`config.mk`:
```
export PLATFORM = sky130hd
export DESIGN_NAME = joy_poll_sched
export DESIGN_NICKNAME = d
export VERILOG_FILES = /design/src/rtl/joy_poll_sched.sv
export SDC_FILE = /design/constraint.sdc
export NUM_CORES = 1
export LEC_CHECK = 0
export BUFFER_PORTS_ARGS = -buffer_cell sky130_fd_sc_hd__buf_2
export CAP_MARGIN = 10
export CORE_MARGIN = 2
export CORE_UTILIZATION = 50
export CTS_CLUSTER_SIZE = 20
export DETAILED_ROUTE_END_ITERATION = 6
export PLACE_DENSITY = 0.79
export SLEW_MARGIN = 40
export SYNTH_ARGS = -nofsm -noshare
export SYNTH_HDL_FRONTEND = slang
export SYNTH_SLANG_ARGS = --single-unit
```
`constraint.sdc`:
```
create_clock -name clk -period 8.1 [get_ports clk]
set_clock_uncertainty 0.15 [all_clocks]
set_input_delay 1.215 -clock clk [delete_from_list [all_inputs] [get_ports clk]]
set_output_delay 1.215 -clock clk [all_outputs]
set_load 0.02 [all_outputs]
```
`src/rtl/joy_poll_sched.sv`:
```
// Round-robin poller for two PmodJSTK joysticks sharing one SPI byte engine.
// Define JOY_DEADZONE_EN to snap near-centre axis samples to 512.
module joy_poll_sched #(
  parameter int POLL_DIV = 50000,
  parameter int SETTLE   = 1500,
  parameter int TIMEOUT  = 4095,
  parameter int DZ       = 40
) (
  input  logic       clk,
  input  logic       clr_n,
  input  logic [1:0] en,
  input  logic [1:0] led1,
  input  logic [1:0] led2,
  output logic       byte_req,
  output logic [7:0] byte_tx,
  input  logic       byte_done,
  input  logic [7:0] byte_rx,
  output logic [1:0] ss_n,
  output logic [9:0] joy1_x,
  output logic [9:0] joy1_y,
  output logic [9:0] joy2_x,
  output logic [9:0] joy2_y,
  output logic [2:0] btn1,
  output logic [2:0] btn2,
  output logic [1:0] cursor_tick,
  output logic [1:0] err,
  output logic       busy
);

  localparam int PW   = (POLL_DIV > 1) ? $clog2(POLL_DIV) : 1;
  localparam int CMAX = (SETTLE > TIMEOUT) ? SETTLE : TIMEOUT;
  localparam int CW   = $clog2(CMAX + 1);
  localparam logic [9:0] DZ_LO = 10'(512 - DZ);
  localparam logic [9:0] DZ_HI = 10'(512 + DZ);
`ifdef JOY_DEADZONE_EN
  localparam bit DZ_ON = 1'b1;
`else
  localparam bit DZ_ON = 1'b0;
`endif

  typedef enum logic [2:0] {
    ST_IDLE, ST_SEL, ST_REQ, ST_WAIT, ST_GAP, ST_DONE, ST_ABORT
  } state_t;

  state_t        state_r, state_s;
  logic          sel_r, sel_s;
  logic          rr_r, rr_s;
  logic [2:0]    k_r, k_s;
  logic [CW-1:0] cnt_r, cnt_s;
  logic [PW-1:0] poll_r;
  logic [7:0]    sh0_r, sh2_r;
  logic [1:0]    sh1_r, sh3_r;
  logic          slot_s, err_set_s, shadow_we_s, active_s, done_s;
  logic [1:0]    led_sel_s;
  logic [9:0]    x_s, y_s;

  function automatic logic [9:0] dz_filter(input logic [9:0] v);
    logic in_zone;
    in_zone = (v >= DZ_LO) && (v <= DZ_HI);
    if (DZ_ON && in_zone) begin
      dz_filter = 10'd512;
    end else begin
      dz_filter = v;
    end
  endfunction

  assign slot_s    = (poll_r == PW'(POLL_DIV - 1));
  assign active_s  = state_s inside {ST_SEL, ST_REQ, ST_WAIT, ST_GAP};
  assign done_s    = (state_s == ST_DONE);
  assign led_sel_s = sel_s ? led2 : led1;
  assign x_s       = dz_filter({sh1_r, sh0_r});
  assign y_s       = dz_filter({sh3_r, sh2_r});

  // Next-state logic for the 5-byte transaction sequencer and arbiter.
  always_comb begin
    state_s     = state_r;
    sel_s       = sel_r;
    rr_s        = rr_r;
    k_s         = k_r;
    cnt_s       = cnt_r;
    err_set_s   = 1'b0;
    shadow_we_s = 1'b0;
    case (state_r)
      ST_IDLE: begin
        if (slot_s && en[rr_r]) begin
          sel_s   = rr_r;
          rr_s    = ~rr_r;
          k_s     = 3'd0;
          cnt_s   = '0;
          state_s = ST_SEL;
        end else if (slot_s && en[~rr_r]) begin
          sel_s   = ~rr_r;
          rr_s    = rr_r;
          k_s     = 3'd0;
          cnt_s   = '0;
          state_s = ST_SEL;
        end else begin
          state_s = ST_IDLE;
        end
      end
      ST_SEL, ST_GAP: begin
        if (cnt_r == CW'(SETTLE - 1)) begin
          cnt_s   = '0;
          state_s = ST_REQ;
        end else begin
          cnt_s = cnt_r + CW'(1);
        end
      end
      ST_REQ: begin
        cnt_s   = '0;
        state_s = ST_WAIT;
      end
      ST_WAIT: begin
        if (byte_done) begin
          if (k_r == 3'd4) begin
            state_s = ST_DONE;
          end else begin
            shadow_we_s = 1'b1;
            k_s         = k_r + 3'd1;
            cnt_s       = '0;
            state_s     = ST_GAP;
          end
        end else if (cnt_r == CW'(TIMEOUT - 1)) begin
          err_set_s = 1'b1;
          state_s   = ST_ABORT;
        end else begin
          cnt_s = cnt_r + CW'(1);
        end
      end
      ST_DONE, ST_ABORT: begin
        state_s = ST_IDLE;
      end
      default: begin
        state_s = ST_IDLE;
      end
    endcase
  end

  // State, poll counter and shadow byte registers.
  always_ff @(posedge clk or negedge clr_n) begin
    if (!clr_n) begin
      state_r <= ST_IDLE;
      sel_r   <= 1'b0;
      rr_r    <= 1'b0;
      k_r     <= 3'd0;
      cnt_r   <= '0;
      poll_r  <= '0;
      sh0_r   <= 8'd0;
      sh1_r   <= 2'd0;
      sh2_r   <= 8'd0;
      sh3_r   <= 2'd0;
    end else begin
      state_r <= state_s;
      sel_r   <= sel_s;
      rr_r    <= rr_s;
      k_r     <= k_s;
      cnt_r   <= cnt_s;
      poll_r  <= slot_s ? '0 : poll_r + PW'(1);
      if (shadow_we_s) begin
        case (k_r[1:0])
          2'd0:    sh0_r <= byte_rx;
          2'd1:    sh1_r <= byte_rx[1:0];
          2'd2:    sh2_r <= byte_rx;
          2'd3:    sh3_r <= byte_rx[1:0];
          default: sh0_r <= sh0_r;
        endcase
      end
    end
  end

  // Registered outputs, decoded from the next state so they align with it.
  always_ff @(posedge clk or negedge clr_n) begin
    if (!clr_n) begin
      ss_n        <= 2'b11;
      byte_req    <= 1'b0;
      byte_tx     <= 8'h00;
      joy1_x      <= 10'd512;
      joy1_y      <= 10'd512;
      joy2_x      <= 10'd512;
      joy2_y      <= 10'd512;
      btn1        <= 3'd0;
      btn2        <= 3'd0;
      cursor_tick <= 2'b00;
      err         <= 2'b00;
      busy        <= 1'b0;
    end else begin
      ss_n        <= active_s ? (sel_s ? 2'b01 : 2'b10) : 2'b11;
      byte_req    <= (state_s == ST_REQ);
      byte_tx     <= (state_s == ST_REQ && k_s == 3'd0) ? {6'b100000, led_sel_s} : 8'h00;
      cursor_tick <= done_s ? (sel_s ? 2'b10 : 2'b01) : 2'b00;
      busy        <= (state_s != ST_IDLE);
      if (err_set_s) begin
        err <= err | (sel_r ? 2'b10 : 2'b01);
      end else begin
        err <= err;
      end
      if (done_s && !sel_r) begin
        joy1_x <= x_s;
        joy1_y <= y_s;
        btn1   <= byte_rx[2:0];
      end else if (done_s && sel_r) begin
        joy2_x <= x_s;
        joy2_y <= y_s;
        btn2   <= byte_rx[2:0];
      end else begin
        joy1_x <= joy1_x;
        joy2_x <= joy2_x;
      end
    end
  end

endmodule

```
* After elaboration in Yosys (flattened, before gate mapping)
Cells that the tools add are included.
** Word-level totals
- Bits in read-only memories :: 0
- Bits in registers :: 118
- Memory bits (writable) :: 0
- Memories kept :: 0
- Word-level logic and storage cells :: 109
- Bits of input ports :: 17
- Output and inout port bits :: 62
- Bits in latches :: 0
** Cells by class
- Bitwise operators :: 3
- Div/mod/pow operators :: 0
- Shifts and indexed selects :: 0
- Multipliers :: 0
- Order comparisons :: 2
- Multiplexer cells :: 40
- Add/sub/neg operators :: 3
- Eq/ne operators :: 19
- Reductions and logical operators :: 20
** Operators by type and width (number)
- two-way mux 12 bit :: 6
- one-hot mux 12 bit (4 select lines) :: 1
- two-way mux 3 bit :: 7
- adder 16 x 1 -> 16 bit, second input constant :: 1
- == test 16 bit, second input constant :: 1
- two-way mux 1 bit :: 16
- two-way mux 16 bit :: 1
- adder 12 x 1 -> 12 bit, second input constant :: 1
- == test 12 x 11 -> 1 bit, second input constant :: 1
- == test 12 bit, second input constant :: 1
- == test 3 x 2 -> 1 bit, second input constant :: 4
- == test 3 bit, second input constant :: 4
- two-way mux 2 bit :: 6
- one-hot mux 3 bit (4 select lines) :: 1
- AND reduction 2 bit :: 6
- inequality test 3 bit, second input constant :: 3
- two-way mux 8 bit :: 1
- nonzero test 4 bit :: 2
- == test 3 x 1 -> 1 bit, second input constant :: 2
- zero test 3 bit :: 2
- one-hot mux 3 bit (2 select lines) :: 1
- logical AND 1 bit :: 5
- == test 2 bit, second input constant :: 2
- less-than comparator 1 x 2 -> 1 bit, second input constant :: 2
- other kinds (9) :: 10

* Longest topological paths before layout
Gate-level depths: netlist of run 1.
- Depth after elaboration :: 11
- Depth in mapped cells :: 10
- Mapped depth without buffers :: 9

* Worst setup path before layout of run 1
OpenSTA, ideal clock, no wires.
- Path kind :: input -> register
- Start :: input port byte_done
- End :: register cnt_r[1]
- Setup time :: 0.125 ns
- Stages :: 7
- Required time :: 7.825 ns
- Arrival time :: 3.047 ns
- Buffers on the path :: 1
- Path slack :: 4.779 ns
- Cell sequence :: clkbuf_1 nand4b_1 nor4_1 o21ai_0 nor4_2 or2_1 mux2_2
** On the way
- Longest elaborated chain between the ends :: 2
- Elaborated cells on any way between the ends :: 5
- Classes of those cells :: 2 x eq/ne; 2 x mux; 1 x reduce/logical
** Ends and longest elaborated chain
- from (decl) :: RTL line 16 : input logic byte_done,
- inequality test 3 bit (no source line) / two-way mux 12 bit (equally long branches)
- AND reduction 4 bit (no source line) / one-hot mux 12 bit (4 select lines) (equally long branches)
- to (signal assigned) :: RTL line 157 : cnt_r <= cnt_s;
- to (decl) :: RTL line 49 : logic [CW-1:0] cnt_r, cnt_s;
Several ways; a longest one is shown, not always the timed one.
A chain may end at the register's enable or synchronous reset.

* Worst setup path after layout of run 1
- Start :: register poll_r[10]
- End :: register joy2_y[2]
** On the way
- Longest elaborated chain between the ends :: 9
- Elaborated cells on any way between the ends :: 11
- Classes of those cells :: 2 x eq/ne; 3 x mux; 1 x bitwise; 5 x reduce/logical
** Ends and longest elaborated chain
- from (decl) :: RTL line 50 : logic [PW-1:0] poll_r;
- from (signal assigned) :: RTL line 158 : poll_r <= slot_s ? '0 : poll_r + PW'(1);
- == test 16 bit * :: RTL line 67 : assign slot_s = (poll_r == PW'(POLL_DIV - 1));
- logical AND 1 bit :: RTL line 91 : end else if (slot_s && en[~rr_r]) begin
- two-way mux 1 bit :: RTL line 91
- two-way mux 1 bit * :: RTL line 85 : if (slot_s && en[rr_r]) begin
- one-hot mux 3 bit (4 select lines) * :: RTL line 83 : case (state_r)
- == test 3 bit * :: RTL line 69 : assign done_s = (state_s == ST_DONE);
- logical AND 1 bit :: RTL line 197 : if (done_s && !sel_r) begin
- inverter 1 bit (no source line)
- AND reduction 2 bit (no source line) *
- to (signal assigned) :: RTL line 203 : joy2_y <= y_s;
- to (decl) :: RTL line 22 : output logic [9:0] joy2_y,
Every way passes the cells marked *; elsewhere a longest branch is shown, timed or not.

==> reports/results.txt, run 1 <==
endpoints failing hold - 0
chain of cells forming the critical path - or4b_4 -> nor4_4 -> a41oi_2 -> a31oi_4 -> nand4_4 -> mux2_4
commonest non-fill, non-tap cells in the layout - dfrtp_1, buf_2, mux2_4
fill count - 805
kind of critical path - reg2reg
RSZ-0062 raised after global routing - false
CP max stage cell - nor4_4
gr usage total - 20.8%
Setup crit start kind - flop
Synth cell types - 57
Synth Register Bits - 113
Synth Cell Area - 5290 µm²
hold buffers post-CTS - 0
worst slew pin tran - 0.664 ns
ys async rst share - 100%
vias - 3521
residual DRC count - 0
DRT antenna net count - 0
power per cell area - 211 nW/µm²
Max clock buf depth - 2
share of layout cells above drive strength 1 - 38.1%
PostCTS Resize Cnt - 0
die area - 11400 µm²
root buf cell - clkbuf_8
HP Class - reg2reg
fin crit period - 3.50 ns
gpl congestion - 0.877
Area contributors post-synth - dfrtp_1, mux2_4, mux2_2
Critical Path AT - 3.75 ns
Top FF cell, synth - dfrtp_1
largest family of logic cells by synthesized area - multiplexers
area share of the largest cell type after synthesis - 50.7%
Max IR drop VDD - 130 µV
Mean Syn Cell Area - 12.6 µm²
post-synthesis compound-gate area fraction - 6.84%
DP HPWL - 7330 µm
P_leak - 3.34 nW
Die W - 107 µm
first-pass GRT wire length - 18300 µm
CTS tree - done
highest clock rate - 285 MHz
num rows - 37
Core Region - 10300 µm²
Synth Warn # - 0
P&R area growth vs syn - 19.9%
Overall Power - 0.00133 W
n_diodes - 0
wire length per cell - 17.3 µm
via density per instance - 5.46
initial core utilization - 51.4%
total CTS buffers - 17
final net count - 520
most common cell after layout, fill and taps aside - dfrtp_1
part of the cycle the worst path needs - 43.3%
EDFF count, synth - 0
fin. max-slew vios - 0
gr ovfl total - 0
Seq/Total Area, Yosys - 53.6%
drt initial violations - 152
Max-slew headroom - 55.7%
CP max FO - 24
initial antenna violation count - 0
Post-Place Cells - 613
Setup Buffers After CTS - 0
Req. time, crit path - 8.35 ns
Reg clk slew, reported paths - 0.06 ns
post-synthesis simple-gate area fraction - 13.8%
Adder-Cell Fraction of Synth Area - 1.66%
fin cells - 645
clk_lat worst skew - 0.52 ns
die height - 107 µm
CP endpoint kind - flop
family with the most delay on the worst path - simple AND/OR/NAND/NOR gates
WL final - 11100 µm
cells after synthesis - 419
vias in the first global route - 3601
XOR/XNOR Fraction of Synth Area - 2.32%
multiplexer area fraction after synthesis - 17.7%
pin count of the biggest net entering global routing - 87
io pins - 79
Max stage delay on crit path - 0.62 ns
DRT Pass-1 Iters - 4
Bufs and invs on worst path - 0
reported max-cap violation count - 0
setup TNS - 0 ns
Setup-failing EPs final - 0
Port-buffer cells - 73
TritonCTS Sinks - 113
Synth area leader - dfrtp_1
Clock H-tree levels - 4
status - finished clean
==> synthesized netlist by cell type (6+ instances only) <==
cell type / instances
nand4_1: 8
mux2_4: 38
o21ai_0: 14
dfrtp_1: 107
ha_1: 7
dfstp_2: 6
nand3_1: 14
nand2_1: 31
clkbuf_1: 9
nor2_1: 21
a21o_1: 6
mux2_2: 29
inv_1: 17
nor3_1: 9
xor2_1: 11
and3_1: 7
buf_4: 7
==> final timing paths <==
kind	from	to	slack [ns]	depth (start not counted)
max in group asynchronous	clr_n	cnt_r[5]	6.32	2
worst min register to register	err[0]	err[0]	0.30	1
worst max-delay path	poll_r[10]	joy2_y[2]	4.60	6
worst max register to register	poll_r[10]	joy2_y[2]	4.60	6
min in group asynchronous	clr_n	joy1_y[5]	0.46	1
worst min-delay path	err[0]	err[0]	0.30	1
==> routing by layer <==
layer | global-route usage [%] | up-vias | part of all wire [%]
met5 | 0 | - | 0
met4 | 7.33 | 0 | 0.90
met3 | 5.59 | 12 | 4.6
met2 | 35.3 | 85 | 51
met1 | 25.6 | 1789 | 43
li1 | - | 1635 | -
==> power breakdown <==
part	switching, W	internal [W]	total (W)
Clock	0.000275	0.000473	0.000748
Sequential	0	0.000565	0.000565
Combinational	0.0000171	0.00000434	0.0000214
Total	0.000292	0.00104	0.00133
==> logic make-up after synthesis <==
family	count (synthesis)
buf+inv	38
fa+ha+maj	7
other cells	1
flops	113
mux	71
simple gates	127
xor+xnor	14
compound gates	48
==> layout make-up <==
class / instances / area (µm²) / share of cell area (%)
Multi-Input combinational cell: 272 / 2280 / 35.9
Tap cell: 136 / 170 / 2.69
Clock inverter: 14 / 181 / 2.86
Timing Repair Buffer: 75 / 389 / 6.14
Inverter: 17 / 63.8 / 1.01
Clock buffer: 18 / 418 / 6.60
Sequential cell: 113 / 2840 / 44.8
==> flip-flops by register name, indices dropped and copies added, names as in the netlist <==
signal       flops
btn1             3
btn2             3
byte_tx          3
cnt_r           12
joy2_y          10
err              2
poll_r          16
byte_req         1
joy1_y          10
k_r              3
sh2_r            8
rr_r             1
ss_n             2
joy1_x          10
sh1_r            2
state_r          3
sh3_r            2
cursor_tick      2
joy2_x          10
sh0_r            8
sel_r            1
busy             1
==> worst register-to-register path, cell delays in order (launching register included) <==
cell	delay, ns
dfrtp_1	0.41
or4b_4	0.57
nor4_4	0.62
a41oi_2	0.22
a31oi_4	0.35
nand4_4	0.56
mux2_4	0.51
==> metrics by stage <==
step / hold WS [ns] / util [%] / worst slack [ns] / instance area (µm²)
CTS: 0.306 / 61.4 / 4.58 / 6310
global route: 0.324 / 61.6 / 4.46 / 6330
finish: 0.299 / 61.6 / 4.60 / 6330
floorplan: 0.297 / - / 4.78 / 5300
detailed placement: 0.293 / 55.6 / 4.44 / 5710
global placement: 0.288 / 55.6 / 4.53 / 5710
Power figures use the tool's default switching activity.
==> inputs of run 2 (changes only) <==
--- a/config.mk
+++ b/config.mk
@@ -5,6 +5,7 @@
 export SDC_FILE = /design/constraint.sdc
 export NUM_CORES = 1
 export LEC_CHECK = 0
+export ABC_AREA = 1
 export BUFFER_PORTS_ARGS = -buffer_cell sky130_fd_sc_hd__buf_2
 export CAP_MARGIN = 10
 export CORE_MARGIN = 2
==> constraint.sdc (replaced) <==
create_clock -name clk -period 3.6 [get_ports clk]
set_clock_uncertainty 0.15 [all_clocks]
set_input_delay 0.54 -clock clk [delete_from_list [all_inputs] [get_ports clk]]
set_output_delay 0.54 -clock clk [all_outputs]
set_load 0.02 [all_outputs]
==> run 2 against run 1 <==
  * Non-clock buffer count grew 3
  * Die area fell by 0.62%
  * Combinational power rose to 36 times the previous value
  * Sequential cell count unchanged
  * Synthesized area fell by 0.64%
  * Global-route usage up 1.6 points
  * Sequential power rose to 2.8 times the previous value
  * Critical endpoint is now byte_tx[1]
  * Highest routed layer unchanged
==> reports/results.txt, run 2 <==
Synth Register Bits - 113
clk_lat worst skew - 0.51 ns
Req. time, crit path - 3.89 ns
gr ovfl total - 0
FF-to-FF Start - cnt_r[1]
fin. max-slew vios - 0
P_leak - 3.17 nW
Layout Utilization - 61.2%
endpoints failing hold - 0
ys async rst share - 100%
Max IR drop VDD - 317 µV
Hold Crit Endpoint - sh0_r[3]
multi-input logic area - 1990 µm²
part of the cycle the worst path needs - 63.0%
Reg clk slew, reported paths - 0.06 ns
wire length per cell - 14.1 µm
most frequent cell after synthesis - nand2_1
Port-buffer cells - 73
Clock H-tree levels - 4
num rows - 37
Top Usage Layer GRT - met2
Setup Buffers After CTS - 0
Hold WS - 0.185 ns
P&R area growth vs syn - 19.7%
DRT Pass-1 Iters - 5
EDFF count, synth - 0
DP HPWL - 8120 µm
met3 Use GR - 5.33%
via density per instance - 5.19
CP max FO - 12
vias in the first global route - 4228
CTS tree - done
die height - 106 µm
final net count - 714
cells after synthesis - 613
hold buffers post-CTS - 1
largest family of logic cells by synthesized area - simple AND/OR/NAND/NOR gates
top post-synthesis cells by count - nand2_1, dfrtp_1, inv_1, o21ai_0, nor2_1
Largest Register - poll_r
Adder-Cell Fraction of Synth Area - 1.67%
Overall Power - 0.00403 W
status - finished clean
power per cell area - 641 nW/µm²
hold path cells - 3
Setup crit start kind - flop
io pins - 79
Top FF cell, synth - dfrtp_1
DRT antenna net count - 0
R2R setup slack - 1.33 ns
multiplexer area fraction after synthesis - 0%
Area contributors post-synth - dfrtp_1, nand2_1, o21ai_0
Synth area leader - dfrtp_1
total CTS buffers - 17
reg2reg end - byte_tx[1]
vias - 4352
die area - 11300 µm²
CP max stage cell - dfrtp_1
fin crit period - 2.27 ns
chain of cells forming the critical path - ha_1 -> inv_1 -> nor3_1 -> nand3_1 -> nand2_1 -> nand2_1 -> nor2_1 -> nand2_1 -> nor2_1
initial core utilization - 51.1%
Seq/Total Area, Yosys - 54.0%
most common cell after layout, fill and taps aside - nand2_1
area share of the largest cell type after synthesis - 51.0%
post-synthesis simple-gate area fraction - 23.3%
share of layout cells above drive strength 1 - 19.9%
WL final - 11800 µm
worst r2r path cells - 9
worst min-delay path startpoint - byte_rx[3]
Max clock buf depth - 2
Synth cell types - 37
grt met2 use - 36.6%
family with the most delay on the worst path - simple AND/OR/NAND/NOR gates
commonest non-fill, non-tap cells in the layout - nand2_1, dfrtp_1, inv_1, o21ai_0, buf_2
routing usage on met1 - 29.9%
pin count of the biggest net entering global routing - 64
initial antenna violation count - 0
Max stage delay on crit path - 0.43 ns
drt initial violations - 333
largest registers - poll_r (16), cnt_r (12)
worst slew pin tran - 0.658 ns
Core Region - 10300 µm²
Synth Cell Area - 5250 µm²
first-pass GRT wire length - 20100 µm
CP endpoint kind - flop
max reg flops - 16
crit-path most repeated cell - nand2_1
reported max-cap violation count - 0
RSZ-0062 raised after global routing - false
Synth Warn # - 0
post-synthesis compound-gate area fraction - 10.9%
PostCTS Resize Cnt - 0
gr usage total - 22.3%
Setup-failing EPs final - 0
setup TNS - 0 ns
Critical Path AT - 2.55 ns
Reg area - 2840 µm²
XOR/XNOR Fraction of Synth Area - 1.67%
Max-slew headroom - 56.1%
Die W - 106 µm
highest clock rate - 441 MHz
HP Class - in2reg
Bufs and invs on worst path - 1
TritonCTS Sinks - 113
kind of critical path - reg2reg
gpl congestion - 0.924
Mean Syn Cell Area - 8.57 µm²
residual DRC count - 0
fill count - 894
n_diodes - 0
root buf cell - clkbuf_8
run 2: per-layer routing:
metal,up-vias,wire length (µm),part of all wire (%)
li1,2115,-,-
met3,13,660,5.6
met1,2084,5250,44
met5,-,0,0
met4,0,148,1.3
met2,140,5760,49
run 2: stage by stage:
| step | worst slack (ns) | std cells | cell area, µm² |
|---|---|---|---|
| finish | 1.33 | 839 | 6290 |
| floorplan | 1.85 | 617 | 5270 |
| global route | 1.09 | 839 | 6290 |
| CTS | 1.36 | 839 | 6280 |
| detailed placement | 1.25 | 806 | 5690 |
| global placement | 1.33 | 806 | 5690 |
run 2: report_power, final:
part | internal, W | total [W] | switching (W) | leakage, nW
sequential | 0.00148 | 0.00161 | 0.000133 | 1.42
combinational | 0.000240 | 0.000775 | 0.000535 | 1.47
clock | 0.00101 | 0.00164 | 0.000627 | 0.279
run 2: worst max-delay path by stage:
stage              start  cells past startpoint  slack [ns]          to
2_1_floorplan     k_r[0]                     12        1.85   joy1_x[2]
3_3_place_gp   byte_done                      9        1.33   joy1_y[2]
3_5_place_dp   byte_done                      9        1.25   joy2_x[1]
4_1_cts        poll_r[0]                     10        1.36   cnt_r[10]
5_1_grt         cnt_r[0]                      9        1.09  byte_tx[0]
6_report        cnt_r[1]                      9        1.33  byte_tx[1]
run 2: cell families after synthesis:
group / count (synthesis)
AOI/OAI and AO/OA: 102
buffers and inverters: 104
and+or+nand+nor: 276
adders and majority gates: 7
other: 1
xor gates and xnor gates: 10
DFF: 113
run 2: tightest hold or removal path: stages:
cell and delay [ns]:
buf_2 0.11, inv_1 0.06, o21ai_0 0.08
run 2: layout make-up:
class | instances | share of cell area, %
inverter | 80 | 4.78
multi-input combinational | 400 | 31.6
clock inverter | 14 | 2.45
tap | 136 | 2.71
sequential | 113 | 45.1
clock buffer | 18 | 6.81
timing repair buffer | 78 | 6.55
